<file path="src/rtl/decoder_n_to_2n_seq.sv">
// Registered N:2^N one-hot decoder with enable, stall and a sweep mode.
// Drives register-file write enables; the sweep walks every output once,
// one per cycle, so the register file can be cleared after reset.
module decoder_n_to_2n_seq #(
  parameter int N         = 5,
  parameter bit SKIP_ZERO = 1'b1
) (
  input  logic              clk,
  input  logic              rst,
  input  logic [N-1:0]      x,
  input  logic              en,
  input  logic              stall,
  input  logic              sweep_start,
  output logic [(1<<N)-1:0] y,
  output logic              busy,
  output logic              sweep_done
);

  localparam int W = 1 << N;

  localparam logic [0:0] IDLE  = 1'b0;
  localparam logic [0:0] SWEEP = 1'b1;

  // Last index of the sweep; the terminal compare happens here, so the
  // counter never wraps.
  localparam logic [N-1:0] CNT_LAST  = {N{1'b1}};
  // With a hardwired-zero R0 the sweep starts at index 1.
  localparam logic [N-1:0] START_IDX = N'(SKIP_ZERO ? 1 : 0);

  logic [0:0]   state_q, state_d;
  logic [N-1:0] cnt_q, cnt_d;
  logic [W-1:0] y_q;
  logic         done_q, done_d;

  // Index to decode into the pipeline register and whether any bit is set.
  logic [N-1:0] sel_idx;
  logic         sel_valid;
  logic [W-1:0] decode_d;

  // Next-state logic for the IDLE/SWEEP controller and the decode request.
  always_comb begin
    state_d   = state_q;
    cnt_d     = cnt_q;
    done_d    = 1'b0;
    sel_idx   = x;
    sel_valid = 1'b0;
    if (!stall) begin
      if (state_q == IDLE) begin
        if (sweep_start) begin
          // Sweep wins over the same-cycle en/x request.
          state_d   = SWEEP;
          cnt_d     = START_IDX;
          sel_idx   = START_IDX;
          sel_valid = 1'b1;
        end else begin
          sel_idx   = x;
          sel_valid = en && !(SKIP_ZERO && (x == '0));
        end
      end else begin
        if (cnt_q == CNT_LAST) begin
          state_d   = IDLE;
          cnt_d     = '0;
          sel_valid = 1'b0;
          done_d    = 1'b1;
        end else begin
          cnt_d     = cnt_q + N'(1);
          sel_idx   = cnt_q + N'(1);
          sel_valid = 1'b1;
        end
      end
    end
  end

  // One comparator per output bit: at most one bit can match sel_idx.
  for (genvar gi = 0; gi < W; gi++) begin : g_decode
    assign decode_d[gi] = sel_valid && (sel_idx == N'(gi));
  end

  // Pipeline register and controller state; stall freezes everything and
  // only lets the done pulse drop.
  always_ff @(posedge clk) begin
    if (rst) begin
      state_q <= IDLE;
      cnt_q   <= '0;
      y_q     <= '0;
      done_q  <= 1'b0;
    end else begin
      state_q <= state_d;
      cnt_q   <= cnt_d;
      done_q  <= done_d;
      if (!stall) begin
        y_q <= decode_d;
      end
    end
  end

  assign y          = y_q;
  assign busy       = (state_q == SWEEP);
  assign sweep_done = done_q;

endmodule

</file>
<file path="config.mk">
export PLATFORM = sky130hd
export DESIGN_NAME = decoder_n_to_2n_seq
export DESIGN_NICKNAME = d
export VERILOG_FILES = /design/src/rtl/decoder_n_to_2n_seq.sv
export SDC_FILE = /design/constraint.sdc
export NUM_CORES = 1
export LEC_CHECK = 0
export CAP_MARGIN = 20
export CELL_PAD_IN_SITES_DETAIL_PLACEMENT = 1
export CELL_PAD_IN_SITES_GLOBAL_PLACEMENT = 1
export CORE_MARGIN = 1
export CORE_UTILIZATION = 38
export CTS_CLUSTER_SIZE = 25
export DETAILED_ROUTE_END_ITERATION = 6
export GPL_TIMING_DRIVEN = 0
export PLACE_DENSITY_LB_ADDON = 0.1
export SLEW_MARGIN = 20
export SYNTH_ARGS = -nofsm -noshare
export SYNTH_HDL_FRONTEND = slang
export SYNTH_SLANG_ARGS = --single-unit
</file>
<file path="constraint.sdc">
create_clock -name clk -period 4.9 [get_ports clk]
set_input_delay 0.98 -clock clk [delete_from_list [all_inputs] [get_ports clk]]
set_output_delay 0.98 -clock clk [all_outputs]
set_load 0.02 [all_outputs]
</file>
# Word-level counts from Yosys, hierarchy flattened
# Index checks and enable logic that the tools add are counted.
[word_totals]
ff_bits = 39
output_inout_bits = 34
[op_classes]
addsub = 1
n_eq_ne = 32
muxes = 14
n_bitwise = 2
n_reduce_logical = 39
[op_table]
columns = ["operator", "n"]
rows = [
  ["5-bit equality test, second input constant", 17],
  ["5-bit by 4-bit equality test with 1-bit output, second input constant", 8],
  ["5-bit 2-to-1 mux", 7],
  ["1-bit logical AND", 33],
  ["5-bit by 3-bit equality test with 1-bit output, second input constant", 4],
  ["5-bit by 2-bit equality test with 1-bit output, second input constant", 2],
  ["5-bit zero test", 2],
  ["1-bit 2-to-1 mux", 7],
  ["5-bit by 1-bit adder with 5-bit output, second input constant", 1],
  ["5-bit by 1-bit equality test with 1-bit output, second input constant", 1],
  ["3-bit OR reduction", 1],
  ["1-bit inverter", 2],
  ["2-bit AND reduction", 1],
  ["2-bit nonzero test", 1],
  ["1-bit zero test", 1],
]

# Longest topological paths before layout
# Gate-level depths: netlist of run 1.
[depth]
word_depth = 7
depth_mapped = 9
mapped_depth_nobuf = 8

# Worst setup path after synthesis of run 1
# OpenSTA, ideal clock, no wires.
[synth_timing]
kind = "input -> register"
from = "input port x[0]"
to = "register y_q[9] (netlist: y[9])"
t_arrival_ns = 2.230
t_required_ns = 4.783
slack_ns = 2.554
path_stages = 5
path_buffers = 0
path_cell_list = "or4_1 o2111ai_1 a211o_1 nor3_2 a22o_1"
[synth_between]
elab_chain_cells = 7
[synth_rtl]
columns = ["element", "line_no", "source"]
rows = [
  ["start: declaration", "10", "input logic [N-1:0] x,"],
  ["5-bit zero test", "57", "sel_valid = en && !(SKIP_ZERO && (x == '0));"],
  ["1-bit zero test", "57", ""],
  ["1-bit logical AND", "57", ""],
  ["1-bit 2-to-1 mux", "49", "if (sweep_start) begin"],
  ["1-bit 2-to-1 mux", "48", "if (state_q == IDLE) begin"],
  ["1-bit 2-to-1 mux", "47", "if (!stall) begin"],
  ["1-bit logical AND (*)", "76", "assign decode_d[gi] = sel_valid && (sel_idx == N'(gi));"],
  ["end signal: assignment", "92", "y_q <= decode_d;"],
  ["end: declaration", "32", "logic [W-1:0] y_q;"],
]
# Mark *: on every way between the ends. The rest lies on a longest branch, timed or not.
# A chain may end at the register's enable or synchronous reset.

# Final worst setup path of run 1
[layout_timing]
from = "input port stall"
to = "register y_q[12] (netlist: y[12])"
[layout_between]
elab_chain_cells = 3
[layout_rtl]
columns = ["element", "line_no", "source"]
rows = [
  ["start: declaration", "12", "input logic stall,"],
  ["5-bit 2-to-1 mux", "47", ""],
  ["5-bit by 4-bit equality test with 1-bit output", "76", ""],
  ["1-bit logical AND", "76", ""],
]
# Several ways; a longest one is shown, not always the timed one.

==> impl_metrics.tcl, run 1 <==
set metrics [dict create \
    place_congestion 0.834 \
    clock-skew-final_ps 4.40 \
    die_x_um 67.3 \
    wl_per_cell_um 15.5 \
    min_period_over_period_pct 57.6 \
    cts_max_path_buffers 2 \
    dr.pass1.iters 4 \
    core_area_sq_um 4060 \
    nets 237 \
    post_cts_buffers 0 \
    io_pins 44 \
    outcome "finished clean" \
    totalWireLength_um 4270 \
    rsz0062_at_grt "false" \
    crit_type "in -> reg" \
    n_fill_cell 488 \
    antenna_cells 0 \
    maxCapViolations 0 \
    power_frac_comb_pct 11.1 \
    clockRootBuffer "clkbuf_8" \
    setup_ws_ps 2080 \
    avgSynthCellArea_sq_um 9.24 \
    hold_viol_final 0 \
    seqPwrFrac_pct 49.7 \
    drive_gt1_share_pct 9.33 \
    syn_nets 187 \
    overflow 0 \
    start_kind "primary input" \
    placed_area_sq_um 2110 \
    ys_ff_latch 39 \
    post-place-ws_ps 1850 \
    num_rows 23 \
    max_freq_mhz 354 \
    max-slew-margin-rel_pct 57.5 \
    vias 1450 \
    path_clk_slew_ps 70 \
    utilization_pct 54.5 \
    track_usage_pct 20.8 \
    synth_area_sq_um 1620 \
    crit_arrival_ps 3050 \
    ys_async_sr_fraction_pct 0 \
    dr_wl_met2_um 2070 \
    clk_latency_ps 290 \
    setup_viol 0 \
    drv_slew 0 \
    cts_tree "built" \
    dieHeight_um 67.3 \
    antenna_found_initial 0 \
    synth_edf_count 0 \
    hp-class "reg -> reg" \
    cellPowerDensity_nw_per_um2 295 \
    synth_warnings 0 \
    worstMarginPinSlew_ps 637 \
    ir_drop_mv 0.154 \
    start_util_pct 39.9 \
    cts_resized 0 \
    drt-met1-wl_um 1960 \
    ant_nets 0 \
    swShare_pct 23.3 \
    cts_buffers 5 \
    p_clk_share_pct 39.3 \
    grt_pass1_vias 1457 \
    post-place-cells 268 \
    syn_to_final_growth_pct 36.8 \
    numPortBuffers 43 \
    ys.flop_type "dfxtp_1" \
    endpoint_kind "flip-flop" \
    reg2reg_slack_ps 2180 \
    ys_types 40 \
    syn-instance-count 175 \
    drt_drc_violations_left 0 \
    grt_pass1_wl_um 6900 \
    via_per_inst 5.27 \
    finalPower_mw 0.652 \
    cts_num_sinks 39 \
    setup_tns_ps 0 \
    final_cells 275 \
    finalCriticalPeriod_ps 2820 \
    ys_seq_area_share_pct 48.3 \
    power_leakage_nw 0.808 \
    critPathMaxFanout 8 \
    p_int_mw 0.500 \
    required_ps 5130 \
    top_layer "met4" \
    power_switching_mw 0.152 \
    grt_max_degree 12 \
    fin_area_sq_um 2210 \
    timing.hold.ws_ps 455 \
    htree_levels 2 \
    dpl.hpwl_um 3250 \
    drt-initial-drc-count 32 \
    cts_hold_buf 0 \
    wl_met3_um 162 \
    die-area_sq_um 4520 \
]
-- flip-flops by register name, indices dropped and copies added (netlist names) --
| name | count |
|---|---|
| sweep_done | 1 |
| y | 32 |
| busy | 1 |
| cnt_q | 5 |
-- worst paths after layout --
| kind | startpoint | cells after the start | to |
|---|---|---|---|
| worst min register to register | y[25] | 2 | y[25] |
| worst max-delay path | stall | 6 | y[12] |
| worst max register to register | cnt_q[0] | 9 | y[12] |
| worst min-delay path | y[25] | 2 | y[25] |
-- cells by family after synthesis --
logic type	count (synthesis)	share of synthesized area, %
adders and majority gates	2	1.55
buffers and inverters	10	2.86
DFF	39	48.3
AOI/OAI and AO/OA	55	24.2
xor gates and xnor gates	2	1.08
and+or+nand+nor	67	22.0
-- cells in the final DEF (no fill, tap or decap), types with 4 or more instances in the layout --
cell             count
nand3_1              7
o21ai_0             19
o21ai_2              4
a21oi_1              7
a22o_1              14
clkdlybuf4s50_1     43
nor2_1               8
clkbuf_1             5
inv_1                4
dfxtp_1             39
and3_1               5
clkbuf_8             5
nand2_1             27
-- cell type report --
class / instances / area (sq um) / share of cell area, %
multi-input cells: 126 / 791 / 35.7
flip-flops and latches: 39 / 781 / 35.3
repair buffers: 43 / 430 / 19.4
clock buffers: 6 / 72.6 / 3.28
well taps: 50 / 62.6 / 2.83
plain buffers: 6 / 31.3 / 1.41
clock inverters: 1 / 30.0 / 1.36
inverters: 4 / 15.0 / 0.678
-- per-layer routing --
layer,track usage (%),vias to the layer above
li1,-,725
met1,25.2,683
met2,35.1,34
met3,5.24,8
met4,7.98,0
met5,0,-
-- power by group through the flow --
stage                     combinational, mW  sequential (mW)  clock (mW)
after floorplan                      0.0389            0.335           0
after global placement               0.0699            0.331           0
after detailed placement             0.0718            0.331           0
after CTS                            0.0725            0.324       0.261
after global routing                 0.0790            0.324       0.276
final                                0.0720            0.324       0.256
-- Yosys cell counts, types with 3 or more instances --
cell type	instances	share of area, %
dfxtp_1	39	48
a21oi_1	7	2.2
nor2_1	8	1.9
clkbuf_1	4	0.93
nand2_1	27	6.3
o21ai_0	19	5.9
and3_1	5	1.9
inv_1	4	0.93
o21ai_2	4	2.2
a22oi_1	3	1.4
a22o_1	14	7.6
nand3_1	7	2.2
-- critical path: stages --
cell and delay (ps):
clkdlybuf4s50_1 540, nor2_1 230, a21oi_1 90, o22ai_1 510, nor3b_2 470, a22o_1 220
(Power assumes the default switching activity.)
==> inputs of run 2 (changes only) <==
CORE_UTILIZATION = 35   (was 38)
clock period = 2.73 ns   (was 4.9 ns; I/O delays follow)
==> run 2 against run 1 <==
Against the previous run:
- combinational power is 85% higher
- hold slack improved by 4.1 ps
- sequential share of layout area hardly changed
- largest cell class unchanged
- highest routed layer unchanged
- register-to-register slack lost 2000 ps
- power up 68%
- sequential power is 80% higher
- wire length is 3.0% higher
- global-route usage fell by 2.3 points
- clock-buffer cell count did not move
==> impl_metrics.tcl, run 2 (synthesis results as in run 1) <==
set metrics [dict create \
    layout_common_cells "clkdlybuf4s50_1, dfxtp_1, nand2_1" \
    cts_max_path_buffers 2 \
    max_freq_mhz 388 \
    dpl.hpwl_um 3410 \
    clockRootBuffer "clkbuf_8" \
    nets 237 \
    grt_pass1_wl_um 7150 \
    core_area_sq_um 4380 \
    drv_slew 0 \
    overflow 0 \
    maxCapViolations 0 \
    cts_resized 0 \
    cts_buffers 5 \
    vias 1482 \
    num_rows 24 \
    grt_max_degree 13 \
    die-area_sq_um 4900 \
    layout_commonest_cell "clkdlybuf4s50_1" \
    cts_num_sinks 39 \
    via_per_inst 5.33 \
    clock-skew-final_ps 6.93 \
    grt_pass1_vias 1489 \
    min_to "y[23]" \
    p_clk_share_pct 34.6 \
    finalPower_mw 1.09 \
    final_cells 278 \
    crit_type "reg -> reg" \
    htree_levels 2 \
    start_kind "flip-flop" \
    setup_viol 0 \
    ir_drop_mv 0.224 \
    max-slew-margin-rel_pct 69.5 \
    dr.pass1.iters 4 \
    post-place-cells 270 \
    antenna_found_initial 0 \
    critPathMaxFanout 10 \
    p_int_mw 0.809 \
    timing.hold.ws_ps 459 \
    track_usage_pct 18.5 \
    drt-initial-drc-count 49 \
    antenna_cells 0 \
    rsz0062_at_grt "false" \
    whs_path_depth 2 \
    drive_gt1_share_pct 10.2 \
    hp-class "reg -> reg" \
    drt_drc_violations_left 0 \
    largest_reg_flops 32 \
    placed_area_sq_um 2110 \
    path_clk_slew_ps 80 \
    dieHeight_um 70.0 \
    regArea_sq_um 781 \
    hold_viol_final 0 \
    start_util_pct 36.9 \
    reg2reg_slack_ps 150 \
    cellPowerDensity_nw_per_um2 494 \
    syn_to_final_growth_pct 36.7 \
    power_leakage_nw 0.801 \
    ant_nets 0 \
    setup_tns_ps 0 \
    endpoint_kind "flip-flop" \
    wl_per_cell_um 15.8 \
    fin_area_sq_um 2210 \
    ff2ff_path_depth 9 \
    seqPwrFrac_pct 53.2 \
    power_frac_comb_pct 12.2 \
    finalCriticalPeriod_ps 2580 \
    hold_start "y[23]" \
    swShare_pct 25.9 \
    power_switching_mw 0.283 \
    place_congestion 0.865 \
    io_pins 44 \
    post_cts_buffers 0 \
    crit_arrival_ps 2810 \
    min_period_over_period_pct 94.4 \
    r2r-start "cnt_q[0]" \
    multiInputGateArea_sq_um 803 \
    die_x_um 70.0 \
    totalWireLength_um 4400 \
    cts_tree "built" \
    r2r-end "y[3]" \
    cts_hold_buf 0 \
    worstMarginPinSlew_ps 458 \
    outcome "finished clean" \
    required_ps 2960 \
    n_fill_cell 504 \
    numPortBuffers 43 \
    clk_latency_ps 290 \
]
## run 2: how the worst max path moves through the flow
stage              from     to  slack (ps)  depth (start not counted)
2_1_floorplan  cnt_q[0]   y[7]         490                          9
3_3_place_gp      stall  y[12]         160                          6
3_5_place_dp   cnt_q[0]   y[7]          80                          9
4_1_cts        cnt_q[0]   y[3]          50                          9
5_1_grt        cnt_q[0]  y[15]           4                          9
6_report       cnt_q[0]   y[3]         150                          9
## run 2: cell type report
type | count | area share [%]
Multi-Input combinational cell | 126 | 36.3
Sequential cell | 39 | 35.3
Timing Repair Buffer | 43 | 19.5
Clock buffer | 6 | 3.28
Tap cell | 52 | 2.94
Buffer | 6 | 1.41
Inverter | 4 | 0.679
Clock inverter | 2 | 0.566
## run 2: power by group through the flow
stage | Clock, mW | Combinational, mW | Sequential (mW)
3_5_place_dp | 0 | 0.130 | 0.595
6_report | 0.378 | 0.133 | 0.582
2_1_floorplan | 0 | 0.0697 | 0.602
4_1_cts | 0.392 | 0.131 | 0.582
5_1_grt | 0.418 | 0.144 | 0.583
3_3_place_gp | 0 | 0.126 | 0.594
## run 2: per-layer routing
metal | track usage (%) | vias up | wire length (um)
li1 | - | 725 | -
met1 | 22.0 | 715 | 1920
met2 | 32.9 | 36 | 2280
met3 | 4.62 | 6 | 161
met4 | 4.67 | 0 | 40
met5 | 0 | - | 0
## run 2: through the flow
| step | setup slack, ps | util (%) |
|---|---|---|
| after CTS | 49.7 | 50.1 |
| after detailed placement | 79.8 | 48.2 |
| after floorplan | 487 | - |
| after global routing | 4.36 | 50.4 |
| after global placement | 161 | 48.2 |
| final | 153 | 50.4 |
## run 2: critical path, cell delays in order, from the launching register on
cell and delay [ps]:
dfxtp_1 360, ha_1 270, and3_1 210, ha_1 190, buf_2 170, or3b_1 370, a21oi_1 220, a2bb2oi_2 240
nor3b_4 320, a22o_1 180
==> inputs of run 3 (changes only) <==
ABC_CLOCK_PERIOD_IN_PS = 2730   (was default)
==> results of run 3 <==
No change in the layout: final DEF, timing and power equal those of run 2.
